==> src/rtl/multicycle_main_cu_if.sv <==
// Control/status bundle between the multi-cycle main control unit (master)
// and the datapath it steers (slave).
interface multicycle_main_cu_if #(
  parameter int CNT_W = 32
);
  logic [6:0]       opcode;
  logic             mem_ready;
  logic             zero;
  logic             pc_write;
  logic             ir_write;
  logic             i_or_d;
  logic             mem_read;
  logic             mem_write;
  logic             mem_to_reg;
  logic             reg_write;
  logic             alu_src_a;
  logic [1:0]       alu_src_b;
  logic [1:0]       alu_op;
  logic             pc_source;
  logic             illegal_op;
  logic [3:0]       state;
  logic [CNT_W-1:0] instret;

  modport master (
    input  opcode, mem_ready, zero,
    output pc_write, ir_write, i_or_d, mem_read, mem_write, mem_to_reg,
           reg_write, alu_src_a, alu_src_b, alu_op, pc_source, illegal_op,
           state, instret
  );

  modport slave (
    output opcode, mem_ready, zero,
    input  pc_write, ir_write, i_or_d, mem_read, mem_write, mem_to_reg,
           reg_write, alu_src_a, alu_src_b, alu_op, pc_source, illegal_op,
           state, instret
  );
endinterface

==> src/rtl/multicycle_main_cu.sv <==
// Main control FSM of the multi-cycle RV32 datapath: sequences fetch, decode,
// execute, memory and writeback for R-type/LW/SW/BEQ and traps on anything else.
module multicycle_main_cu #(
  parameter int CNT_W = 32
) (
  input  logic                  clk,
  input  logic                  rst,
  multicycle_main_cu_if.master  bus
);

  localparam logic [6:0] OP_R   = 7'b0110011;
  localparam logic [6:0] OP_LW  = 7'b0000011;
  localparam logic [6:0] OP_SW  = 7'b0100011;
  localparam logic [6:0] OP_BEQ = 7'b1100011;

  typedef enum logic [3:0] {
    S_FETCH   = 4'd0,
    S_DECODE  = 4'd1,
    S_MEMADDR = 4'd2,
    S_MEM_RD  = 4'd3,
    S_WB_MEM  = 4'd4,
    S_MEM_WR  = 4'd5,
    S_EXEC_R  = 4'd6,
    S_WB_R    = 4'd7,
    S_BRANCH  = 4'd8,
    S_TRAP    = 4'd9
  } state_t;

  state_t           state_reg;
  state_t           state_next;
  logic [CNT_W-1:0] instret_reg;
  logic             retire;

  logic       pc_write;
  logic       ir_write;
  logic       i_or_d;
  logic       mem_read;
  logic       mem_write;
  logic       mem_to_reg;
  logic       reg_write;
  logic       alu_src_a;
  logic [1:0] alu_src_b;
  logic [1:0] alu_op;
  logic       pc_source;
  logic       illegal_op;

  always_ff @(posedge clk or posedge rst) begin
    if (rst) begin
      state_reg   <= S_FETCH;
      instret_reg <= '0;
    end else begin
      state_reg <= state_next;
      if (retire) begin
        instret_reg <= instret_reg + CNT_W'(1);
      end
    end
  end

  always_comb begin
    state_next = state_reg;
    retire     = 1'b0;
    pc_write   = 1'b0;
    ir_write   = 1'b0;
    i_or_d     = 1'b0;
    mem_read   = 1'b0;
    mem_write  = 1'b0;
    mem_to_reg = 1'b0;
    reg_write  = 1'b0;
    alu_src_a  = 1'b0;
    alu_src_b  = 2'b00;
    alu_op     = 2'b00;
    pc_source  = 1'b0;
    illegal_op = 1'b0;

    case (state_reg)
      S_FETCH: begin
        mem_read  = 1'b1;
        alu_src_b = 2'b01;
        ir_write  = bus.mem_ready;
        pc_write  = bus.mem_ready;
        if (bus.mem_ready) begin
          state_next = S_DECODE;
        end
      end
      S_DECODE: begin
        // Branch target is precomputed here so BRANCH can load it from ALUOut.
        alu_src_b = 2'b11;
        case (bus.opcode)
          OP_LW, OP_SW: state_next = S_MEMADDR;
          OP_R:         state_next = S_EXEC_R;
          OP_BEQ:       state_next = S_BRANCH;
          default:      state_next = S_TRAP;
        endcase
      end
      S_MEMADDR: begin
        alu_src_a = 1'b1;
        alu_src_b = 2'b10;
        if (bus.opcode == OP_LW) begin
          state_next = S_MEM_RD;
        end else if (bus.opcode == OP_SW) begin
          state_next = S_MEM_WR;
        end else begin
          state_next = S_TRAP;
        end
      end
      S_MEM_RD: begin
        mem_read = 1'b1;
        i_or_d   = 1'b1;
        if (bus.mem_ready) begin
          state_next = S_WB_MEM;
        end
      end
      S_WB_MEM: begin
        reg_write  = 1'b1;
        mem_to_reg = 1'b1;
        retire     = 1'b1;
        state_next = S_FETCH;
      end
      S_MEM_WR: begin
        mem_write = 1'b1;
        i_or_d    = 1'b1;
        if (bus.mem_ready) begin
          retire     = 1'b1;
          state_next = S_FETCH;
        end
      end
      S_EXEC_R: begin
        alu_src_a  = 1'b1;
        alu_op     = 2'b10;
        state_next = S_WB_R;
      end
      S_WB_R: begin
        reg_write  = 1'b1;
        retire     = 1'b1;
        state_next = S_FETCH;
      end
      S_BRANCH: begin
        alu_src_a  = 1'b1;
        alu_op     = 2'b01;
        pc_source  = 1'b1;
        pc_write   = bus.zero;
        retire     = 1'b1;
        state_next = S_FETCH;
      end
      S_TRAP: begin
        illegal_op = 1'b1;
      end
      default: begin
        state_next = S_TRAP;
      end
    endcase

    // Reset is asynchronous, so outputs must go quiet without waiting for an edge.
    if (rst) begin
      pc_write   = 1'b0;
      ir_write   = 1'b0;
      i_or_d     = 1'b0;
      mem_read   = 1'b0;
      mem_write  = 1'b0;
      mem_to_reg = 1'b0;
      reg_write  = 1'b0;
      alu_src_a  = 1'b0;
      alu_src_b  = 2'b00;
      alu_op     = 2'b00;
      pc_source  = 1'b0;
      illegal_op = 1'b0;
    end
  end

  assign bus.pc_write   = pc_write;
  assign bus.ir_write   = ir_write;
  assign bus.i_or_d     = i_or_d;
  assign bus.mem_read   = mem_read;
  assign bus.mem_write  = mem_write;
  assign bus.mem_to_reg = mem_to_reg;
  assign bus.reg_write  = reg_write;
  assign bus.alu_src_a  = alu_src_a;
  assign bus.alu_src_b  = alu_src_b;
  assign bus.alu_op     = alu_op;
  assign bus.pc_source  = pc_source;
  assign bus.illegal_op = illegal_op;
  assign bus.state      = state_reg;
  assign bus.instret    = instret_reg;

endmodule

==> src/flat_wrapper.sv <==
// flat-port wrapper written by rule: the top's interface ports become plain ports
module multicycle_main_cu_flat 
#(
  parameter int CNT_W = 32
)
  (clk, rst, bus_opcode, bus_mem_ready, bus_zero, bus_pc_write, bus_ir_write, bus_i_or_d, bus_mem_read, bus_mem_write, bus_mem_to_reg, bus_reg_write, bus_alu_src_a, bus_alu_src_b, bus_alu_op, bus_pc_source, bus_illegal_op, bus_state, bus_instret);
  multicycle_main_cu_if #(.CNT_W(CNT_W)) bus_i ();
  input  logic clk;
  input  logic rst;
  input wire logic [$bits(bus_i.opcode)-1:0] bus_opcode;
  input wire logic [$bits(bus_i.mem_ready)-1:0] bus_mem_ready;
  input wire logic [$bits(bus_i.zero)-1:0] bus_zero;
  output wire logic [$bits(bus_i.pc_write)-1:0] bus_pc_write;
  output wire logic [$bits(bus_i.ir_write)-1:0] bus_ir_write;
  output wire logic [$bits(bus_i.i_or_d)-1:0] bus_i_or_d;
  output wire logic [$bits(bus_i.mem_read)-1:0] bus_mem_read;
  output wire logic [$bits(bus_i.mem_write)-1:0] bus_mem_write;
  output wire logic [$bits(bus_i.mem_to_reg)-1:0] bus_mem_to_reg;
  output wire logic [$bits(bus_i.reg_write)-1:0] bus_reg_write;
  output wire logic [$bits(bus_i.alu_src_a)-1:0] bus_alu_src_a;
  output wire logic [$bits(bus_i.alu_src_b)-1:0] bus_alu_src_b;
  output wire logic [$bits(bus_i.alu_op)-1:0] bus_alu_op;
  output wire logic [$bits(bus_i.pc_source)-1:0] bus_pc_source;
  output wire logic [$bits(bus_i.illegal_op)-1:0] bus_illegal_op;
  output wire logic [$bits(bus_i.state)-1:0] bus_state;
  output wire logic [$bits(bus_i.instret)-1:0] bus_instret;
  assign bus_i.opcode = bus_opcode;
  assign bus_i.mem_ready = bus_mem_ready;
  assign bus_i.zero = bus_zero;
  assign bus_pc_write = bus_i.pc_write;
  assign bus_ir_write = bus_i.ir_write;
  assign bus_i_or_d = bus_i.i_or_d;
  assign bus_mem_read = bus_i.mem_read;
  assign bus_mem_write = bus_i.mem_write;
  assign bus_mem_to_reg = bus_i.mem_to_reg;
  assign bus_reg_write = bus_i.reg_write;
  assign bus_alu_src_a = bus_i.alu_src_a;
  assign bus_alu_src_b = bus_i.alu_src_b;
  assign bus_alu_op = bus_i.alu_op;
  assign bus_pc_source = bus_i.pc_source;
  assign bus_illegal_op = bus_i.illegal_op;
  assign bus_state = bus_i.state;
  assign bus_instret = bus_i.instret;
  multicycle_main_cu #(.CNT_W(CNT_W)) u_core (.clk(clk), .rst(rst), .bus(bus_i));
endmodule
==> config.mk <==
export PLATFORM = sky130hd
export DESIGN_NAME = multicycle_main_cu_flat
export DESIGN_NICKNAME = d
export VERILOG_FILES = /design/src/rtl/multicycle_main_cu_if.sv /design/src/rtl/multicycle_main_cu.sv /design/src/flat_wrapper.sv
export SDC_FILE = /design/constraint.sdc
export NUM_CORES = 1
export LEC_CHECK = 0
export ABC_AREA = 1
export CAP_MARGIN = 20
export CORE_ASPECT_RATIO = 1.5
export CORE_MARGIN = 2
export CORE_UTILIZATION = 45
export DETAILED_ROUTE_END_ITERATION = 10
export HOLD_SLACK_MARGIN = 0.08
export PLACE_DENSITY = 0.77
export SLEW_MARGIN = 30
export SYNTH_ARGS = -nofsm -noshare
export SYNTH_HDL_FRONTEND = slang
export SYNTH_SLANG_ARGS = --single-unit
==> constraint.sdc <==
create_clock -name clk -period 1.3 [get_ports clk]
set_input_delay 0.26 -clock clk [delete_from_list [all_inputs] [get_ports clk]]
set_output_delay 0.26 -clock clk [all_outputs]
set_load 0.1 [all_outputs]
==> flow_metrics.py, run 1 <==
metrics = {
    "run_status": {
        "tool.error": "[ERROR DPL-0038] Utilization greater than 100%, impossible to legalize",
        "status": "aborted with a tool error",
        "stop_stage": "global routing",
    },
    "timing": {
        "worst_endpoint": "u_core.bus.instret[24]$_DFFE_PP0P_/D",
        "endpoint_type": "sequential cell input",
    },
    "synthesis": {
        "synthFlopType": "dfrtp_1",
        "async_flop_share_pct": 100,
        "syn_area_mm2": 0.00243,
        "yosysUniqueCellTypes": 27,
        "syn_inst": 379,
        "yosysWarningCount": 0,
        "synth_edf_count": 0,
        "synth_area_leaders": "dfrtp_1, nand2_1, nor2_1, inv_1, nand3_1",
        "synth.largest_area_cell": "dfrtp_1",
        "synth_seq_cells": 36,
        "synthesis.nets": 391,
        "syn_area_per_cell_um2": 6.41,
        "synth_top_cell_area_share_pct": 37.1,
        "synth_seq_area_share_pct": 37.1,
        "synth_common_cells": "nand2_1, nor2_1, inv_1, dfrtp_1, nand3_1",
        "synth.most_common_cell": "nand2_1",
    },
    "placement": {
        "place_congestion": 0.921,
        "place_hpwl_mm": 6.88,
        "port_buffers": 60,
    },
    "floorplan": {
        "placementRows": 32,
        "fp.dieW_um": 64.0,
        "initial_core_util_pct": 47.0,
        "die_y_um": 94.0,
        "io_pins": 61,
    },
    "clocking": {
        "cts_max_level": 2,
        "cts_root_buf": "clkbuf_8",
        "cts_sinks": 36,
        "ctsHoldBuffers": 0,
        "clk_path_buf_depth": 2,
        "numCtsBuffers": 5,
    },
    "global_routing": {
        "grt_max_degree": 37,
    },
}
stage by stage:
stage          setup slack (ns)  setup TNS [ns]  instances  area, um^2
3_5_place_dp             -0.366          -14.67        582        4440
2_1_floorplan             -1.15          -37.81        379        2670
3_3_place_gp             -0.343          -12.06        582        4440
4_1_cts                  -0.589          -22.91        611        4970
kinds of logic after synthesis:
family / synth area share, %
buf+inv: 10.6
xor+xnor: 5.05
fa+ha+maj: 0.515
simple gates: 43.4
compound gates: 3.35
flops: 37.1
timing repair:
item / in CTS
gates cloned: 4
setup buffers: 18
gates resized for setup: 45
pin swaps: 15
endpoints found under the setup margin: 62
endpoints found under the hold margin: 0
==> run 2: changes to the inputs <==
--- a/config.mk
+++ b/config.mk
@@ -7,12 +7,10 @@
 export LEC_CHECK = 0
 export ABC_AREA = 1
 export CAP_MARGIN = 20
-export CORE_ASPECT_RATIO = 1.5
 export CORE_MARGIN = 2
-export CORE_UTILIZATION = 45
+export CORE_UTILIZATION = 40
 export DETAILED_ROUTE_END_ITERATION = 10
-export HOLD_SLACK_MARGIN = 0.08
-export PLACE_DENSITY = 0.77
+export PLACE_DENSITY_LB_ADDON = 0.15
 export SLEW_MARGIN = 30
 export SYNTH_ARGS = -nofsm -noshare
 export SYNTH_HDL_FRONTEND = slang
==> constraint.sdc (replaced) <==
create_clock -name clk -period 1.7 [get_ports clk]
set_input_delay 0.34 -clock clk [delete_from_list [all_inputs] [get_ports clk]]
set_output_delay 0.34 -clock clk [all_outputs]
set_load 0.1 [all_outputs]
==> run 2 against run 1 <==
  * The flow now finishes, with violations (setup timing)
  * Synthesized cell count is the same
  * Area after synthesis unchanged
==> flow_metrics.py, run 2 <==
metrics = {
    "timing": {
        "drv_slew": 0,
        "setup_slack_ns": -0.292,
        "fin_crit_sh_pct": 117,
        "fmax_mhz": 502,
        "slew_headroom_pct": 74.8,
        "setup_viol": 45,
        "fin_skew_ns": 0.0148,
        "finalCriticalPeriod_ns": 1.99,
        "tightest_slew_ns": 0.377,
        "rsz0062_at_grt": "yes",
        "finalHoldViolCount": 0,
    },
    "placement": {
        "place_area_mm2": 0.00396,
        "place_hpwl_mm": 5.06,
        "place_congestion": 0.826,
        "port_buffers": 60,
    },
    "critical_path": {
        "rr_startpoint": "u_core.bus.state[0]",
        "end_kind": "output pin",
        "crit_arrival_ns": 1.65,
        "max_stage_delay_ns": 0.53,
        "critPathTopFamily": "simple AND/OR/NAND/NOR gates",
        "slowest_stage": "dfrtp_4",
        "path_max_fanout": 6,
        "path_common_cell": "nor2_4",
        "path_buf_inv": 1,
        "cp-start-kind": "register",
        "crit_path_start": "u_core.bus.state[0]",
        "crit_type": "register to output pin",
        "cp_cell_sequence": "nor2_4 > nand3_4 > nor2_4 > a21o_4 > buf_12",
        "required_ns": 1.36,
    },
    "global_routing": {
        "grt_pass1_vias": 2717,
        "grt_first_pass_wirelength_mm": 12.2,
        "antenna_found_initial": 0,
        "grtUsageTotal_pct": 23.3,
        "grt_max_degree": 37,
        "grt-ovfl-total": 0,
    },
    "detailed_routing": {
        "drtAntennaViolNets": 0,
        "wire_per_inst_um": 14.8,
        "wirelength_mm": 8.25,
        "vias_per_cell": 5.36,
        "first_iter_violations": 233,
        "first_pass_iters": 5,
        "drt_drc_violations_left": 0,
        "vias": 2990,
    },
    "synthesis": {
        "synth_area_leaders": "dfrtp_1, nand2_1, nor2_1, inv_1, nand3_1",
        "synth_edf_count": 0,
        "synth_seq_area_share_pct": 37.1,
        "synth_top_cell_area_share_pct": 37.1,
        "synth_common_cells": "nand2_1, nor2_1, inv_1, dfrtp_1, nand3_1",
        "yosysWarningCount": 0,
        "async_flop_share_pct": 100,
        "synthFlopType": "dfrtp_1",
        "synthesis.nets": 391,
        "synth.most_common_cell": "nand2_1",
        "syn_inst": 379,
        "synth.largest_area_cell": "dfrtp_1",
        "yosysUniqueCellTypes": 27,
        "syn_area_mm2": 0.00243,
        "syn_area_per_cell_um2": 6.41,
        "synth_seq_cells": 36,
    },
    "finish": {
        "nets": 494,
        "diodes": 0,
        "layout_common_cells": "nand2_1, buf_12, inv_1",
        "final_common_cell": "nand2_1",
        "largest_reg_flops": 32,
        "stdcell_area_mm2": 0.00450,
        "area_growth_pct": 85.1,
        "drive_gt1_share_pct": 37.3,
        "fillers": 356,
        "final_core_util_pct": 76.4,
        "seq_area_um2": 961,
        "multiInputGateArea_mm2": 0.00157,
    },
    "clocking": {
        "cts_max_level": 2,
        "cts_sinks": 36,
        "cts_tree": "yes",
        "ctsHoldBuffers": 0,
        "clk_path_buf_depth": 2,
        "numCtsBuffers": 5,
        "clkLatencyLatePin_ns": 0.30,
        "cts_root_buf": "clkbuf_8",
        "cts.clk_slew.worst_paths_ns": 0.07,
    },
    "power": {
        "p_leak_uw": 0.00197,
        "pwr_density_cell_mw_per_mm2": 1240,
        "irDropWorstVdd_uv": 1560,
    },
    "floorplan": {
        "core_mm2": 0.00589,
        "initial_core_util_pct": 41.3,
        "die_y_um": 81.9,
        "io_pins": 61,
        "dieArea_mm2": 0.00671,
        "fp.dieW_um": 81.9,
        "placementRows": 28,
    },
    "run_status": {
        "status": "finished with violations",
        "violations": "setup timing",
    },
    "run": {
        "maxCapViolations": 0,
    },
    "worst_hold_path": {
        "holdCritPathClass": "register to register",
        "hold_path.startpoint": "u_core.bus.instret[13]",
    },
}
[run 2: cell counts after synthesis]
Identical to the previous run, type by type.
[run 2: metrics by stage]
step                hold slack [ns]  cells  power (uW)  TNS, ns  setup slack (ns)
global placement              0.517    526        4100   -0.274           -0.0532
CTS                           0.539    547        5160    -2.89            -0.233
floorplan                     0.558    379        3100    -8.73            -0.834
global route                  0.560    558        5790    -8.58            -0.346
finish                        0.535    558        5580    -5.85            -0.292
detailed placement            0.526    526        4130   -0.584            -0.107
[run 2: per-layer routing]
metal,vias to the layer above,global-route usage [%],part of all wire (%)
met3,48,3.52,6.7
met2,158,40.0,52
met1,1401,30.0,37
met4,0,7.83,4.5
li1,1383,-,-
met5,-,0,0
[run 2: cells by family after synthesis]
group / after synthesis / synth area share [%]
AOI/OAI and AO/OA: 15 / 3.35
xor gates and xnor gates: 14 / 5.05
adders and majority gates: 1 / 0.515
buffers and inverters: 62 / 10.6
DFF: 36 / 37.1
and+or+nand+nor: 251 / 43.4
[run 2: power by group]
group          total (uW)  internal, uW  switching (uW)
combinational        3730          1490            2240
clock                 648           324             324
sequential           1200          1010             198
[run 2: area by class of cell]
type                       instances  area share (%)
timing repair buffer             102            34.6
clock buffer                       6            1.84
clock inverter                     2           0.223
sequential                        36            21.4
tap                               75            2.09
multi-input combinational        281            34.8
inverter                          56            5.04
[run 2: final timing paths]
path                            cells after the start  slack [ns]                endpoint
worst max-delay path                                5       -0.29            bus_pc_write
worst min-delay path                                1        0.54  u_core.bus.instret[13]
worst max register to register                      8       -0.14  u_core.bus.instret[22]
worst min register to register                      1        0.54  u_core.bus.instret[13]
max in group asynchronous                           5        0.72     u_core.bus.state[1]
min in group asynchronous                           5        0.76   u_core.bus.instret[0]
[run 2: timing repair]
action	4_1_cts	5_1_grt
gates cloned	2	1
resized for setup	21	26
endpoints found under the setup margin	17	44
buffers inserted	11	10
pin swaps	15	11
[run 2: worst reg2reg max path, cell delays in order, from the launching register on]
cell and delay [ns]:
dfrtp_4 0.53, nor2_4 0.23, nand3_4 0.17, buf_4 0.18, nand3_4 0.16, buf_12 0.16, inv_4 0.07, o21ai_1 0.17
nand2_1 0.07
Note: power is estimated with default switching activity, not from simulation.
